### src/rtl/lighting_accumulate.sv
// Per-pixel diffuse light accumulator: sums light contributions onto an ambient term,
// saturates each channel and emits an 8-bit RGB pixel. Define LIGHTING_ACC_ROUND_EN for rounded conversion.
module lighting_accumulate #(
    parameter int MAX_LIGHTS = 8,
    parameter int FRAC_BITS  = 16
) (
    input  logic        clk,
    input  logic        rst,
    input  logic [95:0] diffuse_component,
    input  logic [95:0] ambient,
    input  logic        new_data,
    input  logic        last_light,
    output logic        in_ready,
    output logic [23:0] pixel_rgb,
    output logic        output_valid,
    input  logic        output_ready,
    output logic        overflow_err,
    output logic        count_err
);

    localparam int CW = $clog2(MAX_LIGHTS) + 1;
    localparam logic [CW-1:0] MAX_CNT = CW'(MAX_LIGHTS);
    localparam logic signed [31:0] ONE = 32'sd1 <<< FRAC_BITS;

    typedef enum logic [1:0] {IDLE, ACCUM, CONVERT, OUTPUT} state_t;

    state_t             state, state_next;
    logic signed [31:0] acc_r, acc_g, acc_b;
    logic signed [31:0] acc_r_next, acc_g_next, acc_b_next;
    logic [CW-1:0]      count, count_next;
    logic [23:0]        pixel_next;
    logic               valid_next, overflow_next, count_err_next;

    // Two's complement add with the 33-bit result clipped back into 32 bits.
    function automatic logic signed [31:0] sat_add(input logic signed [31:0] a,
                                                   input logic signed [31:0] b);
        logic signed [32:0] s;
        s = {a[31], a} + {b[31], b};
        if (s[32] != s[31])
            sat_add = s[32] ? 32'sh8000_0000 : 32'sh7FFF_FFFF;
        else
            sat_add = s[31:0];
    endfunction

    function automatic logic [7:0] to_byte(input logic signed [31:0] v);
        logic [39:0] w;
        logic [39:0] p;
        w = {8'd0, v};
        p = (w << 8) - w;
`ifdef LIGHTING_ACC_ROUND_EN
        p = p + (40'd1 << (FRAC_BITS - 1));
`endif
        p = p >> FRAC_BITS;
        if (v[31])
            to_byte = 8'd0;
        else if (v >= ONE)
            to_byte = 8'd255;
        else
            to_byte = p[7:0];
    endfunction

    assign in_ready = (state == IDLE) || (state == ACCUM);

    always_ff @(posedge clk or posedge rst) begin
        if (rst)
            state <= IDLE;
        else
            state <= state_next;
    end

    // Next-state and datapath updates; inputs arriving outside IDLE/ACCUM only raise the drop flag.
    always_comb begin
        state_next     = state;
        acc_r_next     = acc_r;
        acc_g_next     = acc_g;
        acc_b_next     = acc_b;
        count_next     = count;
        pixel_next     = pixel_rgb;
        valid_next     = output_valid;
        overflow_next  = overflow_err | (new_data & ~in_ready);
        count_err_next = count_err;
        case (state)
            IDLE: begin
                if (new_data) begin
                    acc_r_next = sat_add($signed(ambient[95:64]), $signed(diffuse_component[95:64]));
                    acc_g_next = sat_add($signed(ambient[63:32]), $signed(diffuse_component[63:32]));
                    acc_b_next = sat_add($signed(ambient[31:0]),  $signed(diffuse_component[31:0]));
                    count_next = CW'(1);
                    if (last_light || (MAX_LIGHTS == 1)) begin
                        state_next = CONVERT;
                        if (!last_light)
                            count_err_next = 1'b1;
                    end else begin
                        state_next = ACCUM;
                    end
                end
            end
            ACCUM: begin
                if (new_data) begin
                    acc_r_next = sat_add(acc_r, $signed(diffuse_component[95:64]));
                    acc_g_next = sat_add(acc_g, $signed(diffuse_component[63:32]));
                    acc_b_next = sat_add(acc_b, $signed(diffuse_component[31:0]));
                    count_next = count + CW'(1);
                    if (last_light) begin
                        state_next = CONVERT;
                    end else if (count_next == MAX_CNT) begin
                        count_err_next = 1'b1;
                        state_next     = CONVERT;
                    end
                end
            end
            CONVERT: begin
                pixel_next = {to_byte(acc_r), to_byte(acc_g), to_byte(acc_b)};
                valid_next = 1'b1;
                state_next = OUTPUT;
            end
            OUTPUT: begin
                if (output_ready) begin
                    valid_next = 1'b0;
                    acc_r_next = '0;
                    acc_g_next = '0;
                    acc_b_next = '0;
                    count_next = '0;
                    state_next = IDLE;
                end
            end
            default: state_next = IDLE;
        endcase
    end

    always_ff @(posedge clk or posedge rst) begin
        if (rst) begin
            acc_r        <= '0;
            acc_g        <= '0;
            acc_b        <= '0;
            count        <= '0;
            pixel_rgb    <= '0;
            output_valid <= 1'b0;
            overflow_err <= 1'b0;
            count_err    <= 1'b0;
        end else begin
            acc_r        <= acc_r_next;
            acc_g        <= acc_g_next;
            acc_b        <= acc_b_next;
            count        <= count_next;
            pixel_rgb    <= pixel_next;
            output_valid <= valid_next;
            overflow_err <= overflow_next;
            count_err    <= count_err_next;
        end
    end

endmodule

### config.mk
export PLATFORM = sky130hd
export DESIGN_NAME = lighting_accumulate
export DESIGN_NICKNAME = d
export VERILOG_FILES = /design/src/rtl/lighting_accumulate.sv
export SDC_FILE = /design/constraint.sdc
export NUM_CORES = 1
export LEC_CHECK = 0
export CAP_MARGIN = 10
export CORE_AREA = 2 2 269 271
export CTS_CLUSTER_SIZE = 28
export DETAILED_ROUTE_END_ITERATION = 6
export DIE_AREA = 0 0 271 273
export SYNTH_ARGS = -nofsm -noshare
export SYNTH_HDL_FRONTEND = slang
export SYNTH_SLANG_ARGS = --single-unit
### constraint.sdc
create_clock -name clk -period 5 [get_ports clk]
set_input_delay 1 -clock clk [delete_from_list [all_inputs] [get_ports clk]]
set_output_delay 1 -clock clk [all_outputs]
set_load 0.1 [all_outputs]
* Yosys cells after proc, flatten, opt, wreduce, memory -nomap -nowiden
Index checks and enable logic that the tools add are counted.
Word-level totals: bits in registers 129, input port bits 197, output and inout bits 28, word-level logic and storage cells 89
Operators by class: add/subtract/negate cells 10, magnitude comparators 3, equality and inequality tests 14, mux-type cells 41, bitwise operators 4, reductions and logical operators 8
Operators by type and width (number):
- 32-bit two-way mux | 19
- 32-bit one-hot mux with 3 select lines | 3
- 32-bit by 32-bit adder with 33-bit output | 6
- 32-bit by 18-bit greater-or-equal comparator with 1-bit output, second input constant | 3
- 24-bit subtractor | 3
- 8-bit two-way mux | 6
- 2-bit two-way mux | 6
- 4-bit two-way mux | 3
- 4-bit one-hot mux with 3 select lines | 1
- 4-bit AND reduction | 3
- 2-bit one-hot mux with 4 select lines | 1
- 1-bit != test | 6
- 2-bit != test, second input constant | 3
- 4-bit by 1-bit adder with 4-bit output, second input constant | 1
- 2-bit equality test, second input constant | 2
- 4-bit equality test, second input constant | 1
- 3-bit by 2-bit != test with 1-bit output, second input constant | 1
- 3-bit nonzero test | 1
- 2-bit by 1-bit equality test with 1-bit output, second input constant | 1
- 2-bit logical NOT | 1
- 1-bit NOT | 2
- 1-bit one-hot mux with 2 select lines | 1
- 2-bit AND reduction | 1
- 2-bit nonzero test | 1
- 4 further kinds | 4

* Logic depth before layout (Yosys ltp)
Gate-level depths: netlist (run 1).
depth in word-level cells 6, mapped depth 14, depth with buffers taken out 13

* Least setup slack after synthesis (run 1)
Ideal clock, no wire load.
kind input to register, start point input diffuse_component[64], end point register acc_r[10], library setup time 86 ps, arrival 4020 ps, data required time 4914 ps, setup slack 895 ps, cell stages on the path 13, buffers on the path 1, path through ha_1 -> fa_1 -> a211oi_1 -> o211ai_1 -> a31oi_1 -> a31o_2 -> o31ai_2 -> a221o_1 -> o21bai_2 -> xnor2_1 -> clkbuf_1 -> o21ai_0 -> a32oi_1
On the way: word-level cells in the longest chain between the ends 5, elaborated cells on any way between the ends 11, those cells by class 2 x add/sub; 2 x eq/ne; 7 x mux
RTL lines:
- start, declared | RTL line 9 | input logic [95:0] diffuse_component,
- 32-bit by 32-bit adder with 33-bit output | RTL line 38 | s = {a[31], a} + {b[31], b};
- 32-bit two-way mux / 1-bit != test (equally long branches) | RTL line 40, 39
- 32-bit two-way mux | RTL line 39 | if (s[32] != s[31])
- 32-bit two-way mux, on equally long branches | RTL line 99, 84
- 32-bit one-hot mux with 3 select lines * | RTL line 82 | case (state)
- end signal, assigned | RTL line 142 | acc_r <= acc_r_next;
- end, declared | RTL line 28 | logic signed [31:0] acc_r, acc_g, acc_b;
Mark *: on every way between the ends. The rest lies on a longest branch, timed or not. The select of a mux whose other input is x is not followed. A chain may end at the register's enable or synchronous reset.

* Final worst setup path (run 1)
start point input diffuse_component[64], end point register acc_r[14]
Same word-level chain as after synthesis.

==> metrics.md, run 1 <==
| Metric | Value |
|---|---|
| Status | complete, no violations |
| WL per Instance | 18.00 um |
| TritonCTS Buffers | 17 |
| Kind of critical path | in -> reg |
| Post-synth EDFFs | 0 |
| First-pass GRT wire length | 96200 um |
| Placer congestion estimate | 0.9193 |
| Post-synthesis xor/xnor area fraction | 0.08922 |
| Syn. warnings | 0 |
| Setup crit end kind | flip-flop |
| Layout cells sized above 1 | 0.06475 |
| Syn_area_per_cell | 7.863 um^2 |
| Vias in the first global route | 17200 |
| Primary FF master, synth | dfrtp_1 |
| Slew headroom | 0.2460 |
| Setup WS post-layout | 0.4966 ns |
| Critical Path, Cell by Cell | clkdlybuf4s50_1, ha_1, fa_1, a211oi_1, o211ai_1, a31oi_1, a31o_2, o31ai_2, a221o_1, o21bai_2, xnor2_1, buf_4, o21ai_0, a32oi_1 |
| MaxCap Viol Count | 0 |
| Hold WC Path Type | reg -> reg |
| Post-Syn Area | 0.01768 mm^2 |
| DRT Pass-1 Iters | 5 |
| Worst-path fanout max | 7 |
| Critical path origin | diffuse_component[64] |
| Lkg Pwr | 0.009419 uW |
| Multi-input logic area | 0.01375 mm^2 |
| Maximum VDD drop | 0.2686 mV |
| Final net count | 2934 |
| Post-route ant nets | 0 |
| CP Launch Type | primary input |
| Minimum clock period after layout | 4.503 ns |
| Starting Density | 0.2491 |
| M1 GR Usage | 0.2161 |
| RSZ-0062 raised after global routing | false |
| Post-synth top area share | 0.1826 |
| Hold_buf cts | 0 |
| Clk sinks | 129 |
| CP top delay family | compound AO/OA/AOI/OAI gates |
| Synth Area in Adders | 0.1809 |
| Initial DRC Count | 1104 |
| # fillers | 7551 |
| Largest family of logic cells by synthesized area | compound AO/OA/AOI/OAI gates |
| Via Count | 17990 |
| Setup TNS | 0 ns |
| Core ar. | 0.07100 mm^2 |
| Syn nets | 2694 |
| Chip width | 271 um |
| Async set or reset register ratio after synthesis | 1.000 |
| Worst path max stage delay | 0.46 ns |
| Tcrit/Tclk final | 0.9007 |
| Largest net degree at the start of global routing | 86 |
| Worst path slowest cell | clkdlybuf4s50_1 |
| CTS tree | built |
| Met3 usage | 0.02847 |
| Unique cell type count in the Yosys netlist | 88 |
| HPWL after detailed placement | 50020 um |
| Fin cells | 3452 |
| Final setup violation count | 0 |
| Worst EP required | 5.42 ns |
| Area Overhead vs Synth | 24.83% |
| Die height | 273 um |
| CTS Root Buffer Type | clkbuf_16 |
| Post-CTS Setup Inserts | 0 |
| PwrDens | 665.3 mW/mm^2 |
| Sequential element share of the synthesized area | 0.1826 |
| FMAX | 0.2221 GHz |
| Final Hold Vio Count | 0 |
| CP bufs+invs | 2 |
| CTS H-tree lvls | 4 |
| Flops & latches, synth | 129 |
| Area leader, netlist | dfrtp_1 |
| CP arrival | 4.92 ns |
| Hold Startpoint | overflow_err |
| Total global routing overflow | 0 |
| DP Worst Slack | -0.03751 ns |
| Met2 Use GR | 0.2753 |
| IO Pins | 225 |
| GRT Util Overall | 0.1647 |
| N_diodes | 0 |
| Longest Clk Path Bufs | 2 |
| Placed cell count | 3420 |
| Placement Cell Area | 0.02143 mm^2 |
| Worst-Margin Slew | 1.124 ns |
| Final Instance Area | 0.02207 mm^2 |
| Synth Area in Simple Gates | 0.1614 |
| Clk_skew | 0.008352 ns |
| Worst-path clk slew | 0.07 ns |
| Area contributors post-synth | dfrtp_1, ha_1, a21oi_1, xnor2_1, nor2_1 |
| Residual DRC | 0 |
| Resized Gates After CTS | 0 |
| Reg-to-Reg Start | acc_r[0] |
| GR peak layer | met2 |
| Post-synthesis compound-gate area fraction | 0.3346 |
| Drt via density | 5.211 |
| Port bufs | 224 |
| Initial antenna violation count | 3 |
| Cells after Synth | 2249 |
| Worst-Skew Late Latency | 0.50 ns |
| Drt total wl | 62150 um |
| Slew Viols, Final | 0 |
| Multiplexer share of the synthesized area | 0.01054 |
| Register Area | 0.003228 mm^2 |
| Num rows | 98 |
| Die area | 0.07398 mm^2 |
final cells by class:
class,count,share of cell area
multi-input cells,1933,0.6231
repair buffers,287,0.1269
clock buffers,19,0.02007
well taps,950,0.05385
flip-flops and latches,129,0.1462
inverters,121,0.02080
clock inverters,13,0.009126
cells in the mapped netlist, types with 17 or more instances:
| cell type | instances |
|---|---|
| inv_1 | 121 |
| nand2_1 | 130 |
| o21bai_1 | 26 |
| clkbuf_1 | 50 |
| o21a_1 | 33 |
| and2_1 | 19 |
| and3_1 | 22 |
| a221oi_1 | 17 |
| xnor2_1 | 106 |
| a22oi_1 | 42 |
| o211ai_1 | 26 |
| o32a_1 | 29 |
| a21oi_1 | 248 |
| a211oi_1 | 32 |
| nor2b_1 | 28 |
| nand4_1 | 20 |
| a31oi_1 | 40 |
| o21ai_0 | 158 |
| nand2b_1 | 27 |
| xor2_1 | 71 |
| nor2_1 | 211 |
| ha_1 | 242 |
| nand3_1 | 43 |
| nor3_1 | 30 |
| a21o_1 | 94 |
| dfrtp_1 | 129 |
metal layers:
metal  up-vias  wire length (um)
li1       8978                 -
met1      8511             28970
met2       429             29180
met3        66              2796
met4         6              1159
met5         -                41
cells in the final DEF (no fill, tap or decap), types with 43 or more instances in the layout:
cell type | synthesis | layout
o21ai_0 | 158 | 158
nand2_1 | 130 | 130
buf_4 | 1 | 57
dfrtp_1 | 129 | 129
ha_1 | 242 | 241
nor2_1 | 211 | 210
a21oi_1 | 248 | 246
xor2_1 | 71 | 71
a21o_1 | 94 | 94
clkdlybuf4s50_1 | 0 | 223
xnor2_1 | 106 | 106
nand3_1 | 43 | 43
inv_1 | 121 | 120
where the power goes:
group | leakage [uW] | internal, uW | switching (uW)
logic | 0.00765 | 4440 | 6550
registers | 0.00146 | 1610 | 621
clock network | 0.000308 | 857 | 606
total | 0.00942 | 6910 | 7780
stage by stage:
stage / utilization / total power [uW] / hold slack [ns]
detailed placement: 0.3018 / 13170 / 0.4478
global placement: 0.3018 / 13100 / 0.4429
CTS: 0.3109 / 14720 / 0.4573
global route: 0.3109 / 15960 / 0.4587
finish: 0.3109 / 14680 / 0.4595
floorplan: - / 9983 / 0.4715
registers in the layout, summed over array words and instances (netlist names):
| name | count |
|---|---|
| acc_b | 32 |
| acc_g | 32 |
| acc_r | 32 |
| pixel_rgb | 24 |
| count | 4 |
| state | 2 |
| count_err | 1 |
| output_valid | 1 |
| overflow_err | 1 |
final timing paths:
check | slack, ns | cells past startpoint | endpoint
min in group asynchronous | 1.07 | 2 | acc_b[16]
worst max register to register | 1.02 | 13 | acc_r[14]
max in group asynchronous | 2.97 | 3 | state[0]
worst min-delay path | 0.46 | 1 | overflow_err
worst max-delay path | 0.50 | 14 | acc_r[14]
worst min register to register | 0.46 | 1 | overflow_err
logic make-up (layout without fill, tap and decap cells):
logic type | count (synthesis) | in the layout
mux | 17 | 17
fa+ha+maj | 253 | 253
flops | 129 | 129
simple gates | 597 | 597
buf+inv | 187 | 440
xor+xnor | 178 | 178
compound gates | 888 | 888
worst register-to-register path, delay by kind of cell, from the launching register on:
family	cells	cell delay (ns)
adder cells (fa/ha/maj)	2	0.68
XOR/XNOR	1	0.33
AO/OA/AOI/OAI	9	2.18
buffers and inverters	1	0.26
flip-flops	1	0.45
Power figures use the tool's default switching activity.
==> inputs of run 2 (changes only) <==
--- a/config.mk
+++ b/config.mk
@@ -10,6 +10,7 @@
 export CTS_CLUSTER_SIZE = 28
 export DETAILED_ROUTE_END_ITERATION = 6
 export DIE_AREA = 0 0 271 273
+export GPL_TIMING_DRIVEN = 0
 export SYNTH_ARGS = -nofsm -noshare
 export SYNTH_HDL_FRONTEND = slang
 export SYNTH_SLANG_ARGS = --single-unit
==> constraint.sdc (replaced) <==
create_clock -name clk -period 3.67 [get_ports clk]
set_input_delay 0.734 -clock clk [delete_from_list [all_inputs] [get_ports clk]]
set_output_delay 0.734 -clock clk [all_outputs]
set_load 0.1 [all_outputs]
==> run 2 against run 1 <==
  * First-iteration DRC count rose by 26%
  * Sequential cell count did not move
  * Final cell count rose by 2.0%
  * Count of clock-buffer cells in the layout did not move
  * Via count rose by 2.3%
  * Global-route usage rose by 1.3 points
  * Register-to-register slack got worse by 0.91 ns
  * Clock skew rose by 0.0040 ns
  * Cell area rose by 8.5%
  * Sequential power rose by 39%
  * Sequential share of layout area fell by 1.1 points
  * Non-clock buffer count rose by 68
  * Critical endpoint is now acc_r[30]
  * Largest cell class unchanged
  * Highest routed layer unchanged
==> metrics.md, run 2 (synthesis gave the netlist of run 1 again) <==
| Metric | Value |
|---|---|
| Status | complete, no violations (unchanged) |
| Worst-Skew Late Latency | 0.49 ns (was 0.50 ns) |
| Clk_skew | 0.01234 ns (was 0.008352 ns) |
| N_diodes | 0 (unchanged) |
| RSZ-0062 raised after global routing | true (was false) |
| DP Worst Slack | -2.122 ns (was -0.03751 ns) |
| Setup TNS | 0 ns (unchanged) |
| Worst-path clk slew | 0.06 ns (was 0.07 ns) |
| Layout cells sized above 1 | 0.1490 (was 0.06475) |
| Multi-input logic area | 0.01511 mm^2 (was 0.01375 mm^2) |
| Clk sinks | 129 (unchanged) |
| Final Instance Area | 0.02394 mm^2 (was 0.02207 mm^2) |
| Minimum clock period after layout | 3.632 ns |
| Most frequent cells in the layout | a21oi_1, nor2_1, clkdlybuf4s50_1 (was a21oi_1, ha_1, clkdlybuf4s50_1) |
| MaxCap Viol Count | 0 (unchanged) |
| Final setup violation count | 0 (unchanged) |
| Final Hold Vio Count | 0 (unchanged) |
| Hold_buf cts | 0 (unchanged) |
| Post-route ant nets | 0 (unchanged) |
| CTS Root Buffer Type | clkbuf_16 (unchanged) |
| Drt total wl | 68080 um (was 62150 um) |
| Chip width | 271 um (unchanged) |
| Worst EP required | 4.04 ns (was 5.42 ns) |
| PwrDens | 916.6 mW/mm^2 (was 665.3 mW/mm^2) |
| Slew headroom | 0.2582 (was 0.2460) |
| Die height | 273 um (unchanged) |
| Core ar. | 0.07100 mm^2 (unchanged) |
| Area Overhead vs Synth | 35.40% (was 24.83%) |
| Lkg Pwr | 0.01004 uW (was 0.009419 uW) |
| Setup crit end kind | flip-flop (unchanged) |
| Initial DRC Count | 1386 (was 1104) |
| Post-layout util | 0.3372 (was 0.3109) |
| Reg power frac | 0.141 (was 0.152) |
| P_sw | 11770 uW (was 7779 uW) |
| CP arrival | 4.00 ns (was 4.92 ns) |
| DRT Pass-1 Iters | 5 (unchanged) |
| Residual DRC | 0 (unchanged) |
| Commonest non-fill, non-tap cell in the layout | a21oi_1 (unchanged) |
| CTS H-tree lvls | 4 (unchanged) |
| Largest regs | acc_b (32), acc_g (32), acc_r (32) (unchanged) |
| Via Count | 18400 (was 17990) |
| TritonCTS Buffers | 17 (unchanged) |
| Total global routing overflow | 0 (unchanged) |
| Drt via density | 5.228 (was 5.211) |
| FMAX | 0.2754 GHz |
| CTS tree | built (unchanged) |
| Placed cell count | 3426 (was 3420) |
| HPWL after detailed placement | 53520 um (was 50020 um) |
| Longest Clk Path Bufs | 2 (unchanged) |
| Worst-Margin Slew | 1.109 ns (was 1.124 ns) |
| Worst-path fanout max | 6 (was 7) |
| Placement Cell Area | 0.02121 mm^2 (was 0.02143 mm^2) |
| Kind of critical path | in -> reg (unchanged) |
| Largest net degree at the start of global routing | 39 (was 86) |
| Hold WC Path Type | reg -> reg (unchanged) |
| Starting Density | 0.2491 (unchanged) |
| # fillers | 7421 (was 7551) |
| Final net count | 3002 (was 2934) |
| Die area | 0.07398 mm^2 (unchanged) |
| Placer congestion estimate | 0.9120 (was 0.9193) |
| IO Pins | 225 (unchanged) |
| Maximum VDD drop | 0.5217 mV (was 0.2686 mV) |
| Switching share of total power | 0.5361 (was 0.5297) |
| Clock network power share | 0.081 (was 0.100) |
| Vias in the first global route | 17710 (was 17200) |
| Port bufs | 224 (unchanged) |
| Int Power | 10180 uW (was 6906 uW) |
| Initial antenna violation count | 2 (was 3) |
| CP Launch Type | primary input (unchanged) |
| Fin cells | 3520 (was 3452) |
| Logic pwr share | 0.778 (was 0.749) |
| Register Area | 0.003229 mm^2 (was 0.003228 mm^2) |
| Setup WS post-layout | 0.03848 ns (was 0.4966 ns) |
| WL per Instance | 19.34 um (was 18.00 um) |
| GRT Util Overall | 0.1778 (was 0.1647) |
| First-pass GRT wire length | 102500 um (was 96200 um) |
| Num rows | 98 (unchanged) |
| Slew Viols, Final | 0 (unchanged) |
| Tcrit/Tclk final | 0.9895 |
## run 2: cell count changes in the layout (fill, tap and decap cells not counted), sizes merged
cell,before,now
dlymetal6s2s,0,25
inv,125,124
clkbuf,19,50
clkdlybuf4s15,0,2
clkinv,3,5
dlygate4sd2,0,12
clkinvlp,2,4
buf,64,102
bufinv,4,1
clkdlybuf4s50,223,183
## run 2: final cells by class
class,instances,share of cell area
tap,950,0.04964
timing repair buffer,304,0.1244
clock inverter,13,0.005330
sequential,129,0.1349
inverter,121,0.01913
buffer,51,0.01677
clock buffer,19,0.01892
multi-input combinational,1933,0.6309
## run 2: final timing paths
| kind | startpoint | to | slack (ns) | cells past startpoint |
|---|---|---|---|---|
| max in group asynchronous | rst | acc_g[2] | 1.97 | 4 |
| worst min register to register | pixel_rgb[21] | pixel_rgb[21] | 0.50 | 1 |
| worst max register to register | acc_r[0] | acc_r[30] | 0.11 | 13 |
| worst min-delay path | pixel_rgb[21] | pixel_rgb[21] | 0.50 | 1 |
| worst max-delay path | diffuse_component[77] | acc_r[30] | 0.04 | 12 |
| min in group asynchronous | rst | acc_r[25] | 0.76 | 2 |
## run 2: power groups by stage
| stage | combinational (uW) | sequential (uW) | clock (uW) |
|---|---|---|---|
| after floorplan | 9990 | 3660 | 0 |
| after global placement | 14800 | 3050 | 0 |
| after detailed placement | 14900 | 3050 | 0 |
| after CTS | 16300 | 3050 | 1840 |
| after global routing | 18600 | 3170 | 1890 |
| final | 17100 | 3090 | 1790 |
## run 2: repair_timing
action,in CTS,in global routing
gates cloned,2,1
buffers inserted,41,33
pin swaps,41,69
setup endpoints to repair,101,96
resized for setup,208,160
## run 2: per-layer routing
| metal | vias to the layer above | routed length, um | global-route usage |
|---|---|---|---|
| met5 | - | 31 | 0 |
| met4 | 4 | 1462 | 0.04783 |
| met3 | 79 | 3107 | 0.02487 |
| met2 | 484 | 32170 | 0.3005 |
| met1 | 8737 | 31310 | 0.2362 |
| li1 | 9097 | - | - |
## run 2: stage by stage
stage	power [uW]	hold WS [ns]
3_3_place_gp	17850	0.4722
5_1_grt	23680	0.5173
3_5_place_dp	17920	0.4635
4_1_cts	21150	0.4833
2_1_floorplan	13650	0.4715
6_report	21950	0.5050
## run 2: worst max-delay path, cell delays in order
cell	delay [ns]
clkdlybuf4s50_1	0.46
ha_2	0.23
a22o_1	0.23
or4_4	0.49
o21ba_1	0.23
o31a_1	0.36
a41oi_4	0.29
xor2_4	0.29
a21oi_4	0.15
buf_6	0.15
o21a_1	0.10
o32a_1	0.28
==> inputs of run 3 (changes only) <==
--- a/config.mk
+++ b/config.mk
@@ -6,11 +6,12 @@
 export NUM_CORES = 1
 export LEC_CHECK = 0
 export CAP_MARGIN = 10
-export CORE_AREA = 2 2 269 271
+export CORE_AREA = 5 5 272 274
 export CTS_CLUSTER_SIZE = 28
 export DETAILED_ROUTE_END_ITERATION = 6
-export DIE_AREA = 0 0 271 273
+export DIE_AREA = 0 0 277 279
 export GPL_TIMING_DRIVEN = 0
+export PLACE_DENSITY = 0.42
 export SYNTH_ARGS = -nofsm -noshare
 export SYNTH_HDL_FRONTEND = slang
 export SYNTH_SLANG_ARGS = --single-unit
==> run 3 against run 2 <==
  * Register-to-register slack gained 0.04 ns
  * Critical path depth up 1
  * First-iteration DRC count fell by 23%
  * Final cell count increased by 0.80%
  * Maximum frequency increased by 0.50%
==> metrics.md, run 3 (synthesis gave the netlist of run 1 again) <==
| Metric | Value |
|---|---|
| Vias in the first global route | 18580 (was 17710) |
| Post-layout util | 0.3475 (was 0.3372) |
| Kind of critical path | in -> reg (unchanged) |
| CP arrival | 3.92 ns (was 4.00 ns) |
| Hold path endpoint | overflow_err (was pixel_rgb[21]) |
| CTS H-tree lvls | 4 (unchanged) |
| CTS tree | built (unchanged) |
| Worst-path fanout max | 6 (unchanged) |
| Final Instance Area | 0.02472 mm^2 (was 0.02394 mm^2) |
| Worst EP required | 3.98 ns (was 4.04 ns) |
| GRT Util Overall | 0.1801 (was 0.1778) |
| Worst-path clk slew | 0.06 ns (about the same) |
| Hold Startpoint | overflow_err (was pixel_rgb[21]) |
| Final setup violation count | 0 (unchanged) |
| Longest Clk Path Bufs | 2 (unchanged) |
| Num rows | 98 (unchanged) |
| Port bufs | 224 (unchanged) |
| Starting Density | 0.2486 (was 0.2491) |
| MaxCap Viol Count | 0 (unchanged) |
| CTS Root Buffer Type | clkbuf_16 (unchanged) |
| DRT Pass-1 Iters | 7 (was 5) |
| Commonest non-fill, non-tap cell in the layout | a21oi_1 (unchanged) |
| Initial DRC Count | 1069 (was 1386) |
| Setup crit end kind | flip-flop (unchanged) |
| RSZ-0062 raised after global routing | true (unchanged) |
| Drt via density | 5.259 (was 5.228) |
| Worst path max stage delay | 0.50 ns (was 0.49 ns) |
| Hold WC Path Type | reg -> reg (unchanged) |
| Worst-Skew Late Latency | 0.46 ns (was 0.49 ns) |
| Slew headroom | 0.2544 (was 0.2582) |
| Layout cells sized above 1 | 0.1713 (was 0.1490) |
| Most frequent cells in the layout | a21oi_1, nor2_1, ha_1 (was a21oi_1, nor2_1, clkdlybuf4s50_1) |
| Largest net degree at the start of global routing | 34 (was 39) |
| Total global routing overflow | 0 (unchanged) |
| Placer congestion estimate | 0.9019 (was 0.9120) |
| Drt total wl | 73470 um (was 68080 um) |
| Die area | 0.07728 mm^2 (was 0.07398 mm^2) |
| Core ar. | 0.07112 mm^2 (was 0.07100 mm^2) |
| R2R depth | 13 (unchanged) |
| TritonCTS Buffers | 17 (unchanged) |
| R2R setup slack | 0.15 ns (was 0.11 ns) |
| WHS Path Cells | 1 (unchanged) |
| Minimum clock period after layout | 3.613 ns (was 3.632 ns) |
| FMAX | 0.2768 GHz (was 0.2754 GHz) |
| CP Launch Type | primary input (unchanged) |
| Slew Viols, Final | 0 (unchanged) |
| Lkg Pwr | 0.01040 uW (was 0.01004 uW) |
| Maximum VDD drop | 0.4415 mV (was 0.5217 mV) |
| Chip width | 277 um (was 271 um) |
| Placement Cell Area | 0.02123 mm^2 (was 0.02121 mm^2) |
| HPWL after detailed placement | 57850 um (was 53520 um) |
| Clk sinks | 129 (unchanged) |
| Worst path slowest cell | clkdlybuf4s50_1 (was or4_4) |
| WL per Instance | 20.71 um (was 19.34 um) |
| R2R Path End | acc_r[11] (was acc_r[30]) |
| Status | complete, no violations (unchanged) |
| Worst Hold Slack | 0.4775 ns (was 0.5050 ns) |
| Worst-Margin Slew | 1.115 ns (was 1.109 ns) |
| Final Hold Vio Count | 0 (unchanged) |
| Residual DRC | 0 (unchanged) |
| Largest regs | acc_b (32), acc_g (32), acc_r (32) (unchanged) |
| Area Overhead vs Synth | 39.77% (was 35.40%) |
| Tcrit/Tclk final | 0.9846 (was 0.9895) |
| Via Count | 18660 (was 18400) |
| IO Pins | 225 (unchanged) |
| N_diodes | 0 (unchanged) |
| Clk_skew | 0.01314 ns (was 0.01234 ns) |
| Critical Path, Cell by Cell | clkdlybuf4s50_1, ha_4, a21o_1, o41a_1, a311o_2, a41o_4, a21oi_4, mux2_4, nor2_4, buf_12, clkbuf_16, a22oi_2, a22oi_1 (was clkdlybuf4s50_1, ha_2, a22o_1, or4_4, o21ba_1, o31a_1, a41oi_4, xor2_4, a21oi_4, buf_6, o21a_1, o32a_1) |
| Initial antenna violation count | 1 (was 2) |
| Post-route ant nets | 0 (unchanged) |
| Reg-to-Reg Start | acc_r[0] (unchanged) |
| Die height | 279 um (was 273 um) |
| PwrDens | 930.1 mW/mm^2 (was 916.6 mW/mm^2) |
| Final net count | 3033 (was 3002) |
| Total power | 22990 uW (was 21950 uW) |
| First-pass GRT wire length | 110300 um (was 102500 um) |
## run 3: cell count changes in the layout (fill, tap and decap cells not counted), sizes merged
| cell | change |
|---|---|
| inv | -4 |
| bufinv | +1 |
| clkbuf | +18 |
| buf | +20 |
| clkinvlp | -2 |
| dlygate4sd2 | +13 |
| dlymetal6s2s | +8 |
| clkinv | -3 |
| clkdlybuf4s50 | -23 |
## run 3: metal layers
| metal | global-route usage | up-vias | wire length [um] |
|---|---|---|---|
| li1 | - | 9152 | - |
| met1 | 0.2424 | 9060 | 34210 |
| met2 | 0.3126 | 379 | 35720 |
| met3 | 0.01614 | 66 | 2179 |
| met4 | 0.04600 | 2 | 1344 |
| met5 | 0 | - | 7 |
## run 3: how the worst max path moves through the flow
stage	slack (ns)	cells after the start	from	endpoint
floorplan	0.02	14	diffuse_component[32]	acc_g[10]
global placement	-2.16	15	diffuse_component[32]	acc_g[9]
detailed placement	-2.12	15	diffuse_component[32]	acc_g[9]
CTS	-0.02	13	diffuse_component[2]	acc_b[24]
global route	-0.02	13	diffuse_component[33]	acc_g[25]
finish	0.06	13	ambient[69]	acc_r[11]
## run 3: area by class of cell
| type | instances | area, um^2 |
|---|---|---|
| clock buffer | 24 | 501.7 |
| timing repair buffer | 332 | 3329 |
| clock inverter | 5 | 77.57 |
| buffer | 54 | 447.9 |
| tap | 950 | 1189 |
| sequential | 129 | 3231 |
| fill | 7450 | 46400 |
| inverter | 121 | 457.9 |
| multi-input combinational | 1933 | 15480 |
## run 3: where the power goes
| part | switching [uW] | internal, uW |
|---|---|---|
| Sequential | 1030 | 2190 |
| Clock | 692 | 1080 |
| Combinational | 10400 | 7600 |
| Total | 12100 | 10900 |
## run 3: what timing repair did
item	CTS	global route
gates cloned	6	2
pin swaps	67	92
endpoints found under the setup margin	99	96
setup buffers	66	30
resized for setup	277	184
hold buffers	0	0
## run 3: metrics by stage
stage	worst slack [ns]	cells	TNS (ns)
floorplan	0.01729	2249	0
global placement	-2.164	3423	-205.53
detailed placement	-2.123	3427	-166.36
CTS	-0.02428	3524	-0.02899
global route	-0.02116	3548	-0.07169
finish	0.05665	3548	0
## run 3: worst max-delay path, delay by kind of cell
family,cells,cell delay (ns)
AO/OA/AOI/OAI,7,1.89
adder cells (fa/ha/maj),1,0.23
buffers and inverters,3,0.81
multiplexers,1,0.19
AND/OR/NAND/NOR,1,0.05
